===== src/rtl/acq_channel_scheduler.sv =====
// Purpose: round-robin packetiser from two ADC sample FIFOs into the USB upload FIFO (header, PKT_LEN samples, XOR trailer).
// Latency: header is written the cycle after a channel is seen eligible in IDLE; a packet is PKT_LEN+2 write cycles plus >=1 IDLE cycle.
// Backpressure: usb_fifo_full freezes the FSM with no write and no read strobes; it resumes the cycle full drops.
module acq_channel_scheduler #(
  parameter int         PKT_LEN = 256,
  parameter int         LEVEL_W = 11,
  parameter logic [3:0] HDR_TAG = 4'hC,
  parameter logic [3:0] TRL_TAG = 4'hE
) (
  input  logic               clk,
  input  logic               reset,
  input  logic [1:0]         Channel_Select,
  input  logic               flush,
  input  logic [LEVEL_W-1:0] ch1_level,
  input  logic [15:0]        ch1_data,
  output logic               ch1_rden,
  input  logic [LEVEL_W-1:0] ch2_level,
  input  logic [15:0]        ch2_data,
  output logic               ch2_rden,
  input  logic               usb_fifo_full,
  output logic               usb_fifo_wren,
  output logic [15:0]        usb_fifo_data,
  output logic               busy,
  output logic [15:0]        pkt_count
);

  // The trailer tag is reserved for the host parser; the header tag is kept
  // distinct from it so a header can never be mistaken for a tagged trailer.
  localparam logic [3:0]         HDR_TAG_EFF = (HDR_TAG == TRL_TAG) ? ~TRL_TAG : HDR_TAG;
  localparam logic [LEVEL_W-1:0] PKT_LEVEL   = LEVEL_W'(PKT_LEN);
  localparam logic [9:0]         LAST_WORD   = 10'(PKT_LEN - 1);

  typedef enum logic [1:0] {IDLE, HEADER, BURST, TRAILER} state_t;

  state_t      state;
  state_t      state_nxt;

  // grant / last_grant: 0 = ch1, 1 = ch2
  logic        grant;
  logic        last_grant;
  logic        grant_nxt;
  logic [9:0]  seq1;
  logic [9:0]  seq2;
  logic [9:0]  word_cnt;
  logic [15:0] checksum;

  logic        elig1;
  logic        elig2;
  logic        do_grant;
  logic        do_word;
  logic        do_close;
  logic [15:0] cur_data;
  logic [9:0]  cur_seq;

  assign elig1    = Channel_Select[0] && (ch1_level >= PKT_LEVEL);
  assign elig2    = Channel_Select[1] && (ch2_level >= PKT_LEVEL);
  // Both eligible: take the one not served last; otherwise the only eligible one.
  assign grant_nxt = (elig1 && elig2) ? ~last_grant : (elig2 && !elig1);
  assign cur_data = grant ? ch2_data : ch1_data;
  assign cur_seq  = grant ? seq2 : seq1;
  assign busy     = (state != IDLE);

  // State register.
  always_ff @(posedge clk or posedge reset) begin
    if (reset) begin
      state <= IDLE;
    end else begin
      state <= state_nxt;
    end
  end

  // Next state and strobes; flush overrides every FSM action and silences strobes at once.
  always_comb begin
    state_nxt     = state;
    usb_fifo_wren = 1'b0;
    usb_fifo_data = 16'h0000;
    ch1_rden      = 1'b0;
    ch2_rden      = 1'b0;
    do_grant      = 1'b0;
    do_word       = 1'b0;
    do_close      = 1'b0;
    if (flush) begin
      state_nxt = IDLE;
    end else begin
      case (state)
        IDLE: begin
          if (elig1 || elig2) begin
            do_grant  = 1'b1;
            state_nxt = HEADER;
          end
        end
        HEADER: begin
          usb_fifo_data = {HDR_TAG_EFF, (grant ? 2'b10 : 2'b01), cur_seq};
          if (!usb_fifo_full) begin
            usb_fifo_wren = 1'b1;
            state_nxt     = BURST;
          end
        end
        BURST: begin
          usb_fifo_data = cur_data;
          if (!usb_fifo_full) begin
            usb_fifo_wren = 1'b1;
            ch1_rden      = !grant;
            ch2_rden      = grant;
            do_word       = 1'b1;
            if (word_cnt == LAST_WORD) begin
              state_nxt = TRAILER;
            end
          end
        end
        TRAILER: begin
          usb_fifo_data = checksum;
          if (!usb_fifo_full) begin
            usb_fifo_wren = 1'b1;
            do_close      = 1'b1;
            state_nxt     = IDLE;
          end
        end
        default: state_nxt = IDLE;
      endcase
    end
  end

  // Grant bookkeeping, running checksum, word counter and per-channel sequence numbers.
  always_ff @(posedge clk or posedge reset) begin
    if (reset) begin
      grant      <= 1'b0;
      last_grant <= 1'b1;
      seq1       <= 10'd0;
      seq2       <= 10'd0;
      word_cnt   <= 10'd0;
      checksum   <= 16'h0000;
    end else if (flush) begin
      last_grant <= 1'b1;
      seq1       <= 10'd0;
      seq2       <= 10'd0;
      word_cnt   <= 10'd0;
      checksum   <= 16'h0000;
    end else begin
      if (do_grant) begin
        grant      <= grant_nxt;
        last_grant <= grant_nxt;
        word_cnt   <= 10'd0;
        checksum   <= 16'h0000;
      end
      if (do_word) begin
        word_cnt <= word_cnt + 10'd1;
        checksum <= checksum ^ cur_data;
      end
      if (do_close) begin
        if (grant) begin
          seq2 <= seq2 + 10'd1;
        end else begin
          seq1 <= seq1 + 10'd1;
        end
      end
    end
  end

  // Completed-packet counter; survives flush and wraps naturally.
  always_ff @(posedge clk or posedge reset) begin
    if (reset) begin
      pkt_count <= 16'h0000;
    end else if (do_close) begin
      pkt_count <= pkt_count + 16'h0001;
    end
  end

endmodule


===== config.mk =====
export PLATFORM = sky130hd
export DESIGN_NAME = acq_channel_scheduler
export DESIGN_NICKNAME = d
export VERILOG_FILES = /design/src/rtl/acq_channel_scheduler.sv
export SDC_FILE = /design/constraint.sdc
export NUM_CORES = 1
export LEC_CHECK = 0
export BUFFER_PORTS_ARGS = -buffer_cell sky130_fd_sc_hd__buf_4
export CORE_UTILIZATION = 54
export DETAILED_ROUTE_END_ITERATION = 16
export PLACE_DENSITY = 0.93
export REMOVE_ABC_BUFFERS = 1
export SYNTH_ARGS = -nofsm -noshare
export SYNTH_HDL_FRONTEND = slang
export SYNTH_SLANG_ARGS = --single-unit

===== constraint.sdc =====
create_clock -name clk -period 2.6 [get_ports clk]
set_input_delay 0.52 -clock clk [delete_from_list [all_inputs] [get_ports clk]]
set_output_delay 0.52 -clock clk [all_outputs]
set_load 0.1 [all_outputs]

==> Flow_metrics.wiki, run 1 <==
{| class="wikitable"
! Metric !! Value
|-
| Status || finished, final reports clean
|-
| Wire length per cell || 17.49 um
|-
| Overall routed net length || 10.57 mm
|-
| Synth warnings || 0
|-
| Floorplan die height || 87.45 um
|-
| CTS Buf Count || 9
|-
| PD cells || 809.5 nW/um2
|-
| Starting DRC count in detailed routing || 346
|-
| WS Path Type || flip-flop to output port
|-
| Worst vdd ir || 1.011 mV
|-
| Maximum clock path buffer count || 2
|-
| Unrepaired setup endpoints after global routing || true
|-
| Final Net Count || ~570
|-
| Max-cap viol count || 0
|-
| Max Clk Rate || 0.3951 GHz
|-
| Global-route total usage across every layer || 29.48%
|-
| Clock latency reported for the late side of the worst-skew pair || 360 ps
|-
| Distinct cell type count after synthesis || 53
|-
| Buffer cell driving the clock tree root || clkbuf_8
|-
| Count of mapped cells out of synthesis || about 430
|-
| Initial Util || a little under three fifths
|-
| Final Cell Area || 4892 um2
|-
| Headroom to the max-slew limit || 67.49%
|-
| Clock sink count || 66
|-
| Asr flop ratio synth || 100.0%
|-
| Number of hold-slack violations in the final timing report || 0
|-
| Crit path buffers/inverters || 2
|-
| Endpoint type of the worst setup path || output port
|-
| Drc violations || 0
|-
| Leakage Power || ~2.2 nW
|-
| Routed via count || 3686
|-
| Fill cell count || a little under 500
|-
| Number of iterations in the first detailed-routing pass || 5
|-
| Cell area after synthesis || 3943 um2
|-
| Most common library cell in the layout ignoring fill and taps || buf_4
|-
| Final critical-path setup slack || slightly below 70 ps
|-
| Commonest non-fill, non-tap cells in the layout || buf_4 (77), dfrtp_1 (63), nor2_1 (60), nand2_1 (37), a21oi_1 (24)
|-
| Gp weighted congestion || 0.8196
|-
| Clock input transition at the sequential cells of the worst setup and hold paths || ~70 ps
|-
| Number of enable flip-flop cells after synthesis || 0
|-
| Pre-CTS setup slack || 265.7 ps
|-
| First-pass GRT wire length || approximately 17 mm
|-
| Main flop type after synthesis || dfrtp_1
|-
| Number of placement rows || 30
|-
| GRT Residual Overflow || 0
|-
| Path class of the lowest-slack min-delay path || input pin to asynchronous set/reset pin
|-
| Initial antenna violation count || 0
|-
| Number of global-route vias before repair || 3697
|-
| Area of the placeable core || 6907 um2
|-
| Post-detail-place hpwl || 7.198 mm
|-
| Critical-path maximum fanout || 15
|-
| DIE WIDTH || 87.45 um
|-
| Flip-flop and latch count after synthesis || 66
|-
| Post-layout total power || 3.960 mW
|-
| Cell breakdown of the critical path || inv_1 > ha_1 > or2_4 > a21oi_1 > buf_6
|-
| Maximum number of pins on one net before global-route repair || 48
|-
| Share of layout cells above drive strength 1 || 27.56%
|-
| Synthesis-to-finish area growth || 24.09%
|-
| Count of buffers inserted at the top-level ports || ~80
|-
| Clock skew after layout || between 4 and 5 ps
|-
| Worst endpoint data arrival time || 2010 ps
|-
| Count of nets left with antenna violations after detail routing || 0
|-
| Level count of the clock H-tree || 3
|-
| Final cycle utilization of the critical path || 97.36%
|-
| Syn_area_per_cell || 9.233 um2
|-
| CTS hold repair buffers || 0
|-
| Final core utilization || 70.83%
|-
| Ports placed on the boundary || 96
|-
| Register area share after synthesis || 41.92%
|-
| Total cell area at the placement stage || 4614 um2
|-
| Measured slew at the worst slew-check pin || 486.9 ps
|-
| Max-slew violation total from the final report || 0
|-
| Worst setup slack for register-to-register paths || 490 ps
|-
| Antenna diode count || 0
|-
| Critical path's slowest cell || dfrtp_1
|-
| DIE AREA || 7647 um2
|-
| Worst endpoint required time || 2080 ps
|-
| Kind of start point of the critical path || flip-flop
|-
| Final min period || 2531 ps
|-
| Clock tree from TritonCTS || yes
|-
| Via density per instance || 6.103
|-
| Final Setup Violations || 0
|-
| Cell type group with the largest total delay on the critical path || flip-flops
|-
| Worst path max stage delay || about 420 ps
|}
-- timing repair --
item | in CTS | in global routing
hold endpoints to repair | 0 | 0
setup buffers | 0 | 0
pin swaps | 0 | 1
gates resized for setup | 10 | 8
endpoints found under the setup margin | 16 | 17
cloned | 0 | 0
-- cell usage after synthesis (3+ instances only) --
cell type  count  area, um2
a21oi_1       26      130.1
a22oi_1       10      75.07
a31oi_1       22      137.6
and2_1         6      37.54
and3_1         3      18.77
and4_1         4      35.03
buf_2         10      50.05
buf_4          3      22.52
clkbuf_1       7      26.28
dfrtp_1       65       1627
ha_1           8      100.1
inv_1         11      41.29
mux2_2        13      146.4
mux2i_1       19      190.2
nand2_1       37      138.9
nand2b_1      15      93.84
nand3_1       14      70.07
nand4_1        4      25.02
nor2_1        60      225.2
nor3_1         4      20.02
o2111ai_1      4      35.03
o21ai_0       10      50.05
or3_1          6      37.54
xnor2_1       11      96.34
xor2_1        16      140.1
-- kinds of logic after synthesis --
group / count (synthesis) / synth area share [%]
XOR/XNOR: 27 / 5.998
buffers and inverters: 35 / 4.316
adder cells (fa/ha/maj): 8 / 2.539
AND/OR/NAND/NOR: 166 / 21.01
flip-flops: 66 / 41.92
AO/OA/AOI/OAI: 93 / 15.68
multiplexers: 32 / 8.537
-- registers in the layout, indices dropped and copies added (netlist names) --
signal,count
checksum,16
pkt_count,16
seq1,10
seq2,10
word_cnt,10
state,2
grant,1
last_grant,1
-- where the power goes --
part / switching, mW / total [mW] / internal (mW)
Sequential: 0.142 / 1.30 / 1.16
Clock: 0.409 / 0.971 / 0.563
Combinational: 1.15 / 1.69 / 0.538
Total: 1.70 / 3.96 / 2.26
-- per-stage QoR --
step / std cells / hold WS (ps) / TNS [ps]
finish: 604 / 188.5 / 0
detailed placement: 588 / 461.3 / 0
floorplan: 403 / 443.5 / -15780
global placement: 588 / 461.6 / 0
CTS: 604 / 198.1 / 0
global route: 604 / 204.5 / -8.935
-- metal layers --
metal / global-route usage [%] / vias up / part of all wire, %
met5: 0 / - / 0
met4: 11.77 / 0 / 1.4
met3: 9.100 / 20 / 7.8
li1: - / 1667 / -
met1: 35.13 / 1799 / 39
met2: 49.64 / 200 / 52
-- layout make-up --
class                      count  area, um2  area share, %
clock buffer                  11      141.4          2.890
clock inverter                 5      77.57          1.586
inverter                      11      41.29         0.8440
multi-input combinational    326       2135          43.63
sequential                    66       1655          33.84
tap                           96      120.1          2.455
timing repair buffer          89      721.9          14.76
-- worst register-to-register path, cell delays in order (launching register included) --
cell     delay [ps]
dfrtp_1         430
inv_1           130
ha_1            180
buf_4           260
nor3b_2         440
buf_4           250
o21ai_0         130
nand2_1         110
o22a_1          130
-- final timing paths --
kind	end	startpoint	depth (start not counted)
max	usb_fifo_data[5]	state[0]	5
min	seq2[9]	reset	2
max reg2reg	word_cnt[8]	state[0]	8
min reg2reg	pkt_count[15]	pkt_count[15]	1
max in group asynchronous	last_grant	reset	3
min in group clk	pkt_count[15]	pkt_count[15]	1
Note: power is estimated with default switching activity, not from simulation.
==> run 2: changes to the inputs <==
CELL_PAD_IN_SITES_DETAIL_PLACEMENT = 1   (was default)
CELL_PAD_IN_SITES_GLOBAL_PLACEMENT = 1   (was default)
CORE_UTILIZATION = 40   (was 54)
PLACE_DENSITY = 0.92   (was 0.93)
==> run 2 against run 1 <==
Effect of this change: hold slack better by 92 ps; register-to-register slack worse by 20 ps; via count down 3.0%; fmax up 1.3%; final area up 0.64%; clock skew up 7.1 ps; combinational power about the same; non-clock buffer count up 2.
==> Flow_metrics.wiki, run 2 (same netlist as run 1, synthesis figures left out) <==
{| class="wikitable"
! Metric !! Value
|-
| Number of placement rows || 35
|-
| Critical-path maximum fanout || 15
|-
| CTS Buf Count || 9
|-
| Overall routed net length || 11.46 mm
|-
| Post-detail-place hpwl || ~8.2 mm
|-
| Final cycle utilization of the critical path || between 90% and 100%
|-
| Sequential cell fraction of total power || roughly 33%
|-
| Clock latency reported for the late side of the worst-skew pair || 360 ps
|-
| GRT Residual Overflow || 0
|-
| Commonest non-fill, non-tap cells in the layout || buf_4 (83), dfrtp_1 (64), nor2_1 (60), nand2_1 (37), a21oi_1 (24)
|-
| Kind of start point of the critical path || flip-flop
|-
| Count of buffers inserted at the top-level ports || 79
|-
| Max-slew violation total from the final report || 0
|-
| Switch share || around 44%
|-
| Footprint of the multi-input gates || roughly 2100 um2
|-
| Final Net Count || around 570
|-
| Sequential Area || 1654 um2
|-
| Number of global-route vias before repair || 3846
|-
| Initial antenna violation count || 0
|-
| Share of layout cells above drive strength 1 || 27.65%
|-
| Largest registers || checksum x16, pkt_count x16
|-
| Path class of the lowest-slack min-delay path || input pin to asynchronous set/reset pin
|-
| Maximum clock path buffer count || 2
|-
| Starting DRC count in detailed routing || 221
|-
| Final Cell Area || 4923 um2
|-
| Post-layout total power || 3.911 mW
|-
| Synthesis-to-finish area growth || 24.88%
|-
| Worst path max stage delay || 420 ps
|-
| Worst vdd ir || 0.7759 mV
|-
| Unrepaired setup endpoints after global routing || false
|-
| Switching power of the nets || 1.737 mW
|-
| Final min period || 2499 ps
|-
| Final Setup Violations || 0
|-
| Headroom to the max-slew limit || 53.49%
|-
| WS Path Type || flip-flop to output port
|-
| Fill cell count || 1083
|-
| Critical path's slowest cell || dfrtp_1
|-
| DIE AREA || 10260 um2
|-
| CTS hold repair buffers || 0
|-
| Clock sink count || 66
|-
| Wire length per cell || approximately 18 um
|-
| Routed via count || 3574
|-
| DIE WIDTH || 101.3 um
|-
| First-pass GRT wire length || roughly 19 mm
|-
| Total cell area at the placement stage || around 4700 um2
|-
| Cell breakdown of the critical path || inv_1 > ha_1 > or2_4 > a21oi_1 > buf_4
|-
| Most common library cell in the layout ignoring fill and taps || buf_4
|-
| Measured slew at the worst slew-check pin || 696.6 ps
|-
| Fraction of power consumed by the clock network || 23.0%
|-
| Via density per instance || 5.593
|-
| Number of iterations in the first detailed-routing pass || 4
|-
| Leakage Power || 2.222 nW
|-
| Level count of the clock H-tree || 3
|-
| Floorplan die height || between 100 and 150 um
|-
| PD cells || between 700 and 800 nW/um2
|-
| Worst endpoint required time || 2080 ps
|-
| Combinational cell fraction of total power || 44.1%
|-
| Max-cap viol count || 0
|-
| Endpoint type of the worst setup path || output port
|-
| Status || finished, final reports clean
|-
| Clock skew after layout || 11.12 ps
|-
| Clock input transition at the sequential cells of the worst setup and hold paths || 80 ps
|-
| Drc violations || 0
|-
| Internal power component || about 2.2 mW
|-
| Worst endpoint data arrival time || 1980 ps
|-
| Ports placed on the boundary || 96
|-
| Buffer cell driving the clock tree root || clkbuf_8
|-
| Maximum number of pins on one net before global-route repair || 30
|-
| Max Clk Rate || 0.4001 GHz
|-
| Final Hold Slack || roughly 280 ps
|-
| Global-route total usage across every layer || 24.06%
|-
| Initial Util || 41.87%
|-
| Clock tree from TritonCTS || yes
|-
| Number of hold-slack violations in the final timing report || 0
|-
| Gp weighted congestion || 0.7933
|-
| Count of nets left with antenna violations after detail routing || 0
|-
| Antenna diode count || 0
|-
| Area of the placeable core || 9415 um2
|}
[run 2: layout make-up]
cell class | count | share of cell area, %
Multi-Input combinational cell | 326 | 43.30
Clock inverter | 6 | 1.347
Inverter | 11 | 0.8386
Clock buffer | 10 | 2.795
Timing Repair Buffer | 91 | 14.84
Sequential cell | 66 | 33.60
Tap cell | 129 | 3.278
[run 2: power groups by stage]
stage | clock, mW | combinational, mW | sequential, mW
final | 0.899 | 1.72 | 1.29
after global routing | 0.953 | 1.84 | 1.31
after CTS | 0.906 | 1.71 | 1.28
after detailed placement | 0 | 1.70 | 1.30
after global placement | 0 | 1.63 | 1.28
after floorplan | 0 | 1.07 | 1.41
[run 2: worst max-delay path, delay by kind of cell, from the launching register on]
kind,cells,cell delay [ps]
AND/OR/NAND/NOR,1,350
buffers and inverters,2,410
adder cells (fa/ha/maj),1,260
AO/OA/AOI/OAI,1,170
flip-flops,1,420
[run 2: metrics by stage]
step	setup TNS [ps]	setup WS, ps	utilization (%)	std cells
after floorplan	-15780	-1076	-	403
after global placement	0	298.5	49.74	623
after detailed placement	0	219.8	49.74	623
after CTS	0	12.28	52.05	639
after global routing	0	5.504	52.29	639
final	0	100.6	52.29	639
[run 2: path summary, 6_finish.rpt]
path | depth (start not counted) | to | startpoint | slack (ps)
hold reg to reg | 1 | pkt_count[15] | pkt_count[15] | 480
min in group clk | 2 | seq1[0] | flush | 450
hold / removal | 2 | seq2[9] | reset | 280
max in group asynchronous | 3 | pkt_count[12] | reset | 1640
setup reg to reg | 6 | seq1[7] | state[1] | 470
setup / recovery | 5 | usb_fifo_data[0] | state[0] | 100
[run 2: metal layers]
| layer | GRT usage, % | routed length [um] | vias up |
|---|---|---|---|
| li1 | - | - | 1672 |
| met1 | 29.98 | 4838 | 1801 |
| met5 | 0 | 0 | - |
| met3 | 4.486 | 473 | 15 |
| met4 | 7.915 | 135 | 0 |
| met2 | 42.02 | 6014 | 86 |
[run 2: repair_timing]
| action | 4_1_cts | 5_1_grt |
|---|---|---|
| endpoints found under the setup margin | 15 | 16 |
| buffers inserted | 0 | 0 |
| gates resized for setup | 4 | 7 |
